`src/rtl/stunir_fpga_pkg.sv`:
```
// Shared types and widths for the stunir FPGA result path.
package stunir_fpga_pkg;

  localparam int unsigned RESULT_W   = 32;
  localparam int unsigned DROP_CNT_W = 16;

  typedef logic [RESULT_W-1:0] result_t;

endpackage

```
`src/rtl/stunir_sync_fifo.sv`:
```
// Synchronous first-word-fall-through FIFO. It has an occupancy count.
// A write to a full FIFO is accepted only when a read happens in the same cycle.
module stunir_sync_fifo #(
  parameter int unsigned DEPTH = 8,
  parameter int unsigned WIDTH = 32
) (
  input  logic                     clk,
  input  logic                     rst_n,
  input  logic                     wr_en,
  input  logic [WIDTH-1:0]         wr_data,
  input  logic                     rd_en,
  output logic [WIDTH-1:0]         rd_data,
  output logic [$clog2(DEPTH):0]   level,
  output logic                     full,
  output logic                     empty
);

  localparam int unsigned AW = $clog2(DEPTH);
  localparam int unsigned LW = AW + 1;

  logic [WIDTH-1:0] mem [DEPTH];
  logic [AW-1:0]    wr_ptr;
  logic [AW-1:0]    rd_ptr;
  logic [LW-1:0]    cnt;
  logic             do_wr;
  logic             do_rd;

  assign empty = (cnt == '0);
  assign full  = (cnt == LW'(DEPTH));
  assign do_rd = rd_en & ~empty;
  assign do_wr = wr_en & (~full | do_rd);

  always_ff @(posedge clk) begin
    if (do_wr) mem[wr_ptr] <= wr_data;
  end

  always_ff @(posedge clk or negedge rst_n) begin
    if (!rst_n) begin
      wr_ptr <= '0;
      rd_ptr <= '0;
      cnt    <= '0;
    end else begin
      if (do_wr) wr_ptr <= wr_ptr + AW'(1);
      if (do_rd) rd_ptr <= rd_ptr + AW'(1);
      case ({do_wr, do_rd})
        2'b10:   cnt <= cnt + LW'(1);
        2'b01:   cnt <= cnt - LW'(1);
        default: cnt <= cnt;
      endcase
    end
  end

  // Output is gated to zero when empty, so stale memory never shows on the port.
  assign rd_data = empty ? '0 : mem[rd_ptr];
  assign level   = cnt;

endmodule

```
`src/rtl/stunir_result_sink.sv`:
```
// Captures module_top results on each rising edge of done and queues them to a valid/ready stream.
// Defining STUNIR_RESULT_SINK_DROP_CNT_EN adds a saturating drop_count output.
module stunir_result_sink
  import stunir_fpga_pkg::*;
#(
  parameter int unsigned DEPTH    = 8,
  parameter int unsigned RESULT_W = stunir_fpga_pkg::RESULT_W
) (
  input  logic                    clk,
  input  logic                    rst_n,
  input  logic                    done_i,
  input  logic [RESULT_W-1:0]     result_i,
  output logic                    m_valid,
  input  logic                    m_ready,
  output logic [RESULT_W-1:0]     m_data,
  output logic [$clog2(DEPTH):0]  level,
  output logic                    overflow,
  input  logic                    clr_overflow
`ifdef STUNIR_RESULT_SINK_DROP_CNT_EN
  ,
  output logic [DROP_CNT_W-1:0]   drop_count
`endif
);

  logic done_q;
  logic capture;
  logic pop;
  logic fifo_full;
  logic fifo_empty;
  logic wr_en;
  logic drop;

  // done_q resets high so a done already asserted at reset release is not seen as an edge.
  always_ff @(posedge clk or negedge rst_n) begin
    if (!rst_n) done_q <= 1'b1;
    else        done_q <= done_i;
  end

  assign capture = done_i & ~done_q;
  assign pop     = m_valid & m_ready;
  assign wr_en   = capture & (~fifo_full | pop);
  assign drop    = capture & fifo_full & ~pop;
  assign m_valid = ~fifo_empty;

  stunir_sync_fifo #(
    .DEPTH (DEPTH),
    .WIDTH (RESULT_W)
  ) u_fifo (
    .clk     (clk),
    .rst_n   (rst_n),
    .wr_en   (wr_en),
    .wr_data (result_i),
    .rd_en   (pop),
    .rd_data (m_data),
    .level   (level),
    .full    (fifo_full),
    .empty   (fifo_empty)
  );

  always_ff @(posedge clk or negedge rst_n) begin
    if (!rst_n)            overflow <= 1'b0;
    else if (drop)         overflow <= 1'b1;
    else if (clr_overflow) overflow <= 1'b0;
  end

`ifdef STUNIR_RESULT_SINK_DROP_CNT_EN
  always_ff @(posedge clk or negedge rst_n) begin
    if (!rst_n) begin
      drop_count <= '0;
    end else if (drop) begin
      if (clr_overflow)          drop_count <= DROP_CNT_W'(1);
      else if (drop_count != '1) drop_count <= drop_count + DROP_CNT_W'(1);
    end else if (clr_overflow) begin
      drop_count <= '0;
    end
  end
`endif

endmodule

```
`config.mk`:
```
export PLATFORM = sky130hd
export DESIGN_NAME = stunir_result_sink
export DESIGN_NICKNAME = d
export VERILOG_FILES = /design/src/rtl/stunir_fpga_pkg.sv /design/src/rtl/stunir_sync_fifo.sv /design/src/rtl/stunir_result_sink.sv
export SDC_FILE = /design/constraint.sdc
export NUM_CORES = 1
export LEC_CHECK = 0
export ABC_AREA = 1
export CORE_UTILIZATION = 40
export DETAILED_ROUTE_END_ITERATION = 8
export SYNTH_ARGS = -nofsm -noshare
export SYNTH_HDL_FRONTEND = slang
export SYNTH_SLANG_ARGS = --single-unit
```
`constraint.sdc`:
```
create_clock -name clk -period 3.1 [get_ports clk]
set_input_delay 0.62 -clock clk [delete_from_list [all_inputs] [get_ports clk]]
set_output_delay 0.62 -clock clk [all_outputs]
set_load 0.005 [all_outputs]
```
=== Yosys cells after proc, flatten, opt, wreduce, memory -nomap -nowiden ===
Memories as Yosys holds them, arrays and structs flattened.
Index checks and enable logic that the tools add are counted.

* Word-level logic and storage cells: 35
* Input bits: 37
* RAM bits: 256
* Latch bits: 0
* Output and inout bits: 38
* Bits in registers: 12
* Memory bits (read-only): 0
* Memories: 1

{| class="wikitable"
|+ Memory list
! name !! words !! bits a word !! read ports !! clocked after Yosys merged registers in !! wr ports !! RTL line !! source
|-
| u_fifo.mem || 8 || 32 || 1 || 0 || 1 || stunir_sync_fifo.sv:21 || <nowiki>logic [WIDTH-1:0] mem [DEPTH];</nowiki>
|}

* $lt $le $gt $ge: 0
* Reductions and logical operators: 3
* $mul: 0
* $add $sub $neg: 4
* Shifts and indexed selects: 0
* Divide/modulo/power cells: 0
* Equality and inequality tests: 3
* Bitwise operators: 13
* Mux-type cells: 6

{| class="wikitable"
|+ Operators by type and width
! kind !! number
|-
| two-way mux 32 bit || 1
|-
| case mux 4 bit (2 select lines) || 1
|-
| bitwise AND 1 bit || 7
|-
| adder 3 x 1 -> 3 bit (second input constant) || 2
|-
| adder 4 x 1 -> 4 bit (second input constant) || 1
|-
| equality test 4 bit (second input constant) || 1
|-
| zero test 4 bit || 1
|-
| two-way mux 1 bit || 4
|-
| NOT 1 bit || 4
|-
| nonzero test 2 bit || 2
|-
| subtractor 4 x 1 -> 4 bit (second input constant) || 1
|-
| equality test 2 x 1 -> 1 bit (second input constant) || 1
|-
| equality test 2 bit (second input constant) || 1
|-
| OR 1 bit || 2
|}

=== Logic depth before layout (Yosys ltp) ===
* Depth in word-level cells: 8
* Depth in mapped cells: 13
* Mapped depth without buffers: 13

=== Hierarchy ===
Synthesis repeated with hierarchy kept, for this count alone.

* Cells, all modules: 885
* Area, all modules: 10815.4 um^2

{| class="wikitable"
|+ By module, submodules not included
! module !! sequential area each (um^2) !! cells each !! instances !! area an instance (um^2)
|-
| stunir_sync_fifo || 7937.6 || 872 || 1 || 10716.5
|-
| stunir_result_sink || 51.3 || 13 || 1 || 98.8
|}

=== Worst setup path after synthesis ===
Ideal clock, no wire load.

* Kind: in2reg
* From: input done_i
* To: memory u_fifo.mem[0][0] (enable)
* Arrival time: 2.573 ns
* Path buffers: 0
* Setup time: 0.421 ns
* Path slack: 0.106 ns
* Cell stages on the path: 5
* Required time: 2.679 ns
* Cells stage by stage: inv_1 > nor2_1 > nand2_1 > or2_2 > nor2_1

* Longest elaborated chain between the ends: 5

{| class="wikitable"
|+ Ends and longest elaborated chain
! what !! RTL line !! source
|-
| from (decl) || stunir_result_sink.sv:11 || <nowiki>input logic done_i,</nowiki>
|-
| bitwise AND 1 bit || stunir_result_sink.sv:39 || <nowiki>assign capture = done_i & ~done_q;</nowiki>
|-
| bitwise AND 1 bit || stunir_result_sink.sv:41 || <nowiki>assign wr_en = capture & (~fifo_full | pop);</nowiki>
|-
| bitwise AND 1 bit || stunir_sync_fifo.sv:31 || <nowiki>assign do_wr = wr_en & (~full | do_rd);</nowiki>
|-
| two-way mux 1 bit || stunir_sync_fifo.sv:34 || <nowiki>if (do_wr) mem[wr_ptr] <= wr_data;</nowiki>
|-
| two-way mux 1 bit (implied by the code) || stunir_sync_fifo.sv:34 ||
|-
| to (decl) || stunir_sync_fifo.sv:21 ||
|}

No other way between the ends.

=== Final worst setup path ===
* From: register u_fifo.rd_ptr[0]
* To: output m_data[22]

* Longest elaborated chain between the ends: 2

{| class="wikitable"
|+ Ends and longest elaborated chain
! what !! RTL line !! source
|-
| from (decl) || stunir_sync_fifo.sv:23 || <nowiki>logic [AW-1:0] rd_ptr;</nowiki>
|-
| from (signal assigned) || stunir_sync_fifo.sv:44 || <nowiki>if (do_rd) rd_ptr <= rd_ptr + AW'(1);</nowiki>
|-
| memory (8 x 32 bit) || -- ||
|-
| two-way mux 32 bit || stunir_sync_fifo.sv:54 || <nowiki>assign rd_data = empty ? '0 : mem[rd_ptr];</nowiki>
|-
| to (decl) || stunir_result_sink.sv:15 || <nowiki>output logic [RESULT_W-1:0] m_data,</nowiki>
|}

No other way between the ends.

==> results.sh <==
export IMPL_p_comb_share_pct=40.3
export IMPL_antenna_found_initial=0
export IMPL_end_kind="output pin"
export IMPL_syn_nets=887
export IMPL_grt_max_degree=80
export IMPL_grt_pass1_vias=6565
export IMPL_hp_class="primary input to async pin"
export IMPL_path_buf_inv=3
export IMPL_placed_cell_area_mm2=0.01208
export IMPL_dieArea_mm2=0.02749
export IMPL_utilization_pct=51.76
export IMPL_overflow=0
export IMPL_layout_drive_gt1_share_pct=12.53
export IMPL_first_pass_iters=9
export IMPL_drt_vias_per_instance=5.264
export IMPL_final_common_cell="edfxtp_1"
export IMPL_diodes=0
export IMPL_avgSynthCellArea_um2=12.70
export IMPL_cts_buffers=30
export IMPL_totalWireLength_um=25860
export IMPL_critPathLaunch="u_fifo.rd_ptr[0]$_DFFE_PN0P_"
export IMPL_p_total_mw=13.09
export IMPL_ys_ff_latch=268
export IMPL_swShare_pct=33.89
export IMPL_finalCriticalPeriod_ps=3053
export IMPL_synth_seq_area_share_pct=74.43
export IMPL_wl_per_cell_um=19.76
export IMPL_num_nets_final=992
export IMPL_via_count=6890
export IMPL_yosysWarningCount=0
export IMPL_worstPathMaxFanout=13
export IMPL_worstPathRequired_ps=2480
export IMPL_crit_chain="buf_4 > clkbuf_16 > o21ai_0 > o211ai_1 > nand2_1 > nor2_1 > clkdlybuf4s50_1"
export IMPL_cp_start_kind="register"
export IMPL_grt_first_pass_wirelength_um=36960
export IMPL_worstMarginPinSlew_ps=707.4
export IMPL_final_area_mm2=0.01357
export IMPL_initial_core_util_pct=40.95
export IMPL_die_y_um=165.8
export IMPL_area_delta_synth_final_pct=26.39
export IMPL_postRouteAntennaNets=0
export IMPL_p_leak_nw=4.922
export IMPL_slowest_stage="dfrtp_4"
export IMPL_r2r_start="u_fifo.level[0]$_DFFE_PN0P_"
export IMPL_syn_inst=845
export IMPL_path_clk_slew_ps=60
export IMPL_path_delay_family="buffers and inverters"
export IMPL_clk_latency_ps=560
export IMPL_max_freq_mhz=327.5
export IMPL_skew_ps=17.71
export IMPL_row_count=59
export IMPL_grtUsageTotal_pct=17.24
export IMPL_cap_violations=0
export IMPL_ys_types=24
export IMPL_hpwl_um=12190
export IMPL_coreArea_mm2=0.02621
export IMPL_route_detailed_drc=7
export IMPL_layout_common_cells="edfxtp_1, nor2_1, o21ai_0"
export IMPL_cts_tree="yes"
export IMPL_arrival_ps=2430
export IMPL_io_pins=75
export IMPL_htree_num_levels=1
export IMPL_peakVddDrop_v=0.0004937
export IMPL_die_x_um=165.8
export IMPL_maxSlewViolCount=0
export IMPL_globalplace_congestion=0.7374
export IMPL_slew_headroom_pct=52.69
export IMPL_p_int_mw=8.652
export IMPL_status="finished with violations"
export IMPL_drtIter0Drc=657
export IMPL_hold_ws_ps=487.3
export IMPL_hold_buffers=0
export IMPL_cts_root_buf="clkbuf_16"
export IMPL_p_switching_mw=4.436
export IMPL_worstSetupPathType="register to output pin"
export IMPL_power_density_mw_per_mm2=964.8
export IMPL_crit_path_max_incr_delay_ps=550
export IMPL_seq_power_share_pct=34.3
export IMPL_violations="design-rule violations"
export IMPL_setup_viol=0
export IMPL_clockPowerShare_pct=25.5
export IMPL_clockBufferDepth=3
export IMPL_syn_area_mm2=0.01073
export IMPL_numPortBuffers=74
export IMPL_fin_crit_sh_pct=98.49
export IMPL_hold_violations=0
export IMPL_cts_sinks=268
export IMPL_grt_setup_unrepaired="yes"
==> final timing paths <==
path                       slack (ps)                      endpoint  depth (start not counted)
max reg2reg                       760   u_fifo.level[2]$_DFFE_PN0P_                         13
max                                50                    m_data[22]                          7
min in group clk                  510  u_fifo.wr_ptr[2]$_DFFE_PN0P_                          1
max in group asynchronous        2070  u_fifo.rd_ptr[1]$_DFFE_PN0P_                          1
min reg2reg                       510  u_fifo.wr_ptr[2]$_DFFE_PN0P_                          1
min                               490   u_fifo.level[0]$_DFFE_PN0P_                          1
==> layer usage <==
| layer | GRT usage [%] | vias up | wire length [um] |
|---|---|---|---|
| met5 | 0 | - | 0 |
| met4 | 5.120 | 0 | 558 |
| met3 | 2.479 | 38 | 1288 |
| met2 | 29.15 | 187 | 12490 |
| met1 | 23.19 | 3413 | 11520 |
| li1 | - | 3252 | - |
==> what timing repair did <==
action | CTS | global route
pin swaps | 0 | 5
endpoints found under the setup margin | 26 | 31
hold endpoints to repair | 0 | 0
resized for setup | 6 | 57
gates cloned | 0 | 14
setup buffers | 2 | 7
==> cell families (layout without fill, tap and decap cells) <==
kind of cell	Yosys count	in the layout	synth area share (%)
and+or+nand+nor	300	300	10.59
DFF	268	268	74.43
AOI/OAI and AO/OA	198	198	10.35
buffers and inverters	68	197	3.556
xor gates and xnor gates	6	6	0.4897
adders and majority gates	5	5	0.5829
==> flip-flops by register name (all words and copies together) (netlist names) <==
name	flops
u_fifo.level	4
u_fifo.mem	256
u_fifo.rd_ptr	3
overflow	1
u_fifo.wr_ptr	3
done_q	1
==> power by group through the flow <==
stage / logic [mW] / registers (mW) / clock network (mW)
3_3_place_gp: 4.44 / 4.55 / 0
2_1_floorplan: 2.60 / 4.45 / 0
5_1_grt: 5.80 / 4.51 / 3.55
6_report: 5.27 / 4.49 / 3.33
4_1_cts: 4.59 / 4.46 / 3.40
3_5_place_dp: 4.47 / 4.56 / 0
==> Yosys cell counts <==
library cell / count / area, um^2
buf_2: 12 / 60.06
nor2_1: 237 / 889.6
clkbuf_2: 5 / 25.02
o22ai_1: 32 / 200.2
o21ai_0: 128 / 640.6
a21oi_1: 1 / 5.000
o21ai_1: 5 / 25.02
buf_6: 12 / 135.1
buf_1: 2 / 7.510
xor2_1: 3 / 26.28
inv_2: 1 / 3.750
nand4_1: 1 / 6.260
dfstp_2: 1 / 26.28
o211ai_1: 32 / 240.2
or2_2: 1 / 6.260
inv_1: 16 / 60.06
nand3_1: 4 / 20.02
xnor2_1: 3 / 26.28
ha_1: 5 / 62.56
dfrtp_1: 11 / 275.3
edfxtp_1: 256 / 7687
clkbuf_1: 16 / 60.06
nand2_1: 57 / 214.0
buf_4: 4 / 30.03
==> final cells by class <==
cell class | instances | area, um^2
Clock inverter | 22 | 172.7
Sequential cell | 268 | 7998
Multi-Input combinational cell | 509 | 2455
Clock buffer | 34 | 765.7
Inverter | 17 | 76.32
Fill cell | 2193 | 12640
Tap cell | 335 | 419.2
Timing Repair Buffer | 124 | 1679
==> per-stage QoR <==
step / setup WS (ps) / TNS (ps) / std cells
3_5_place_dp: 436.6 / 0 / 1230
3_3_place_gp: 472.8 / 0 / 1230
2_1_floorplan: 105.7 / 0 / 845
4_1_cts: -19.55 / -36.90 / 1288
6_report: 46.84 / 0 / 1309
5_1_grt: -73.83 / -273.5 / 1309
(Power assumes the default switching activity.)
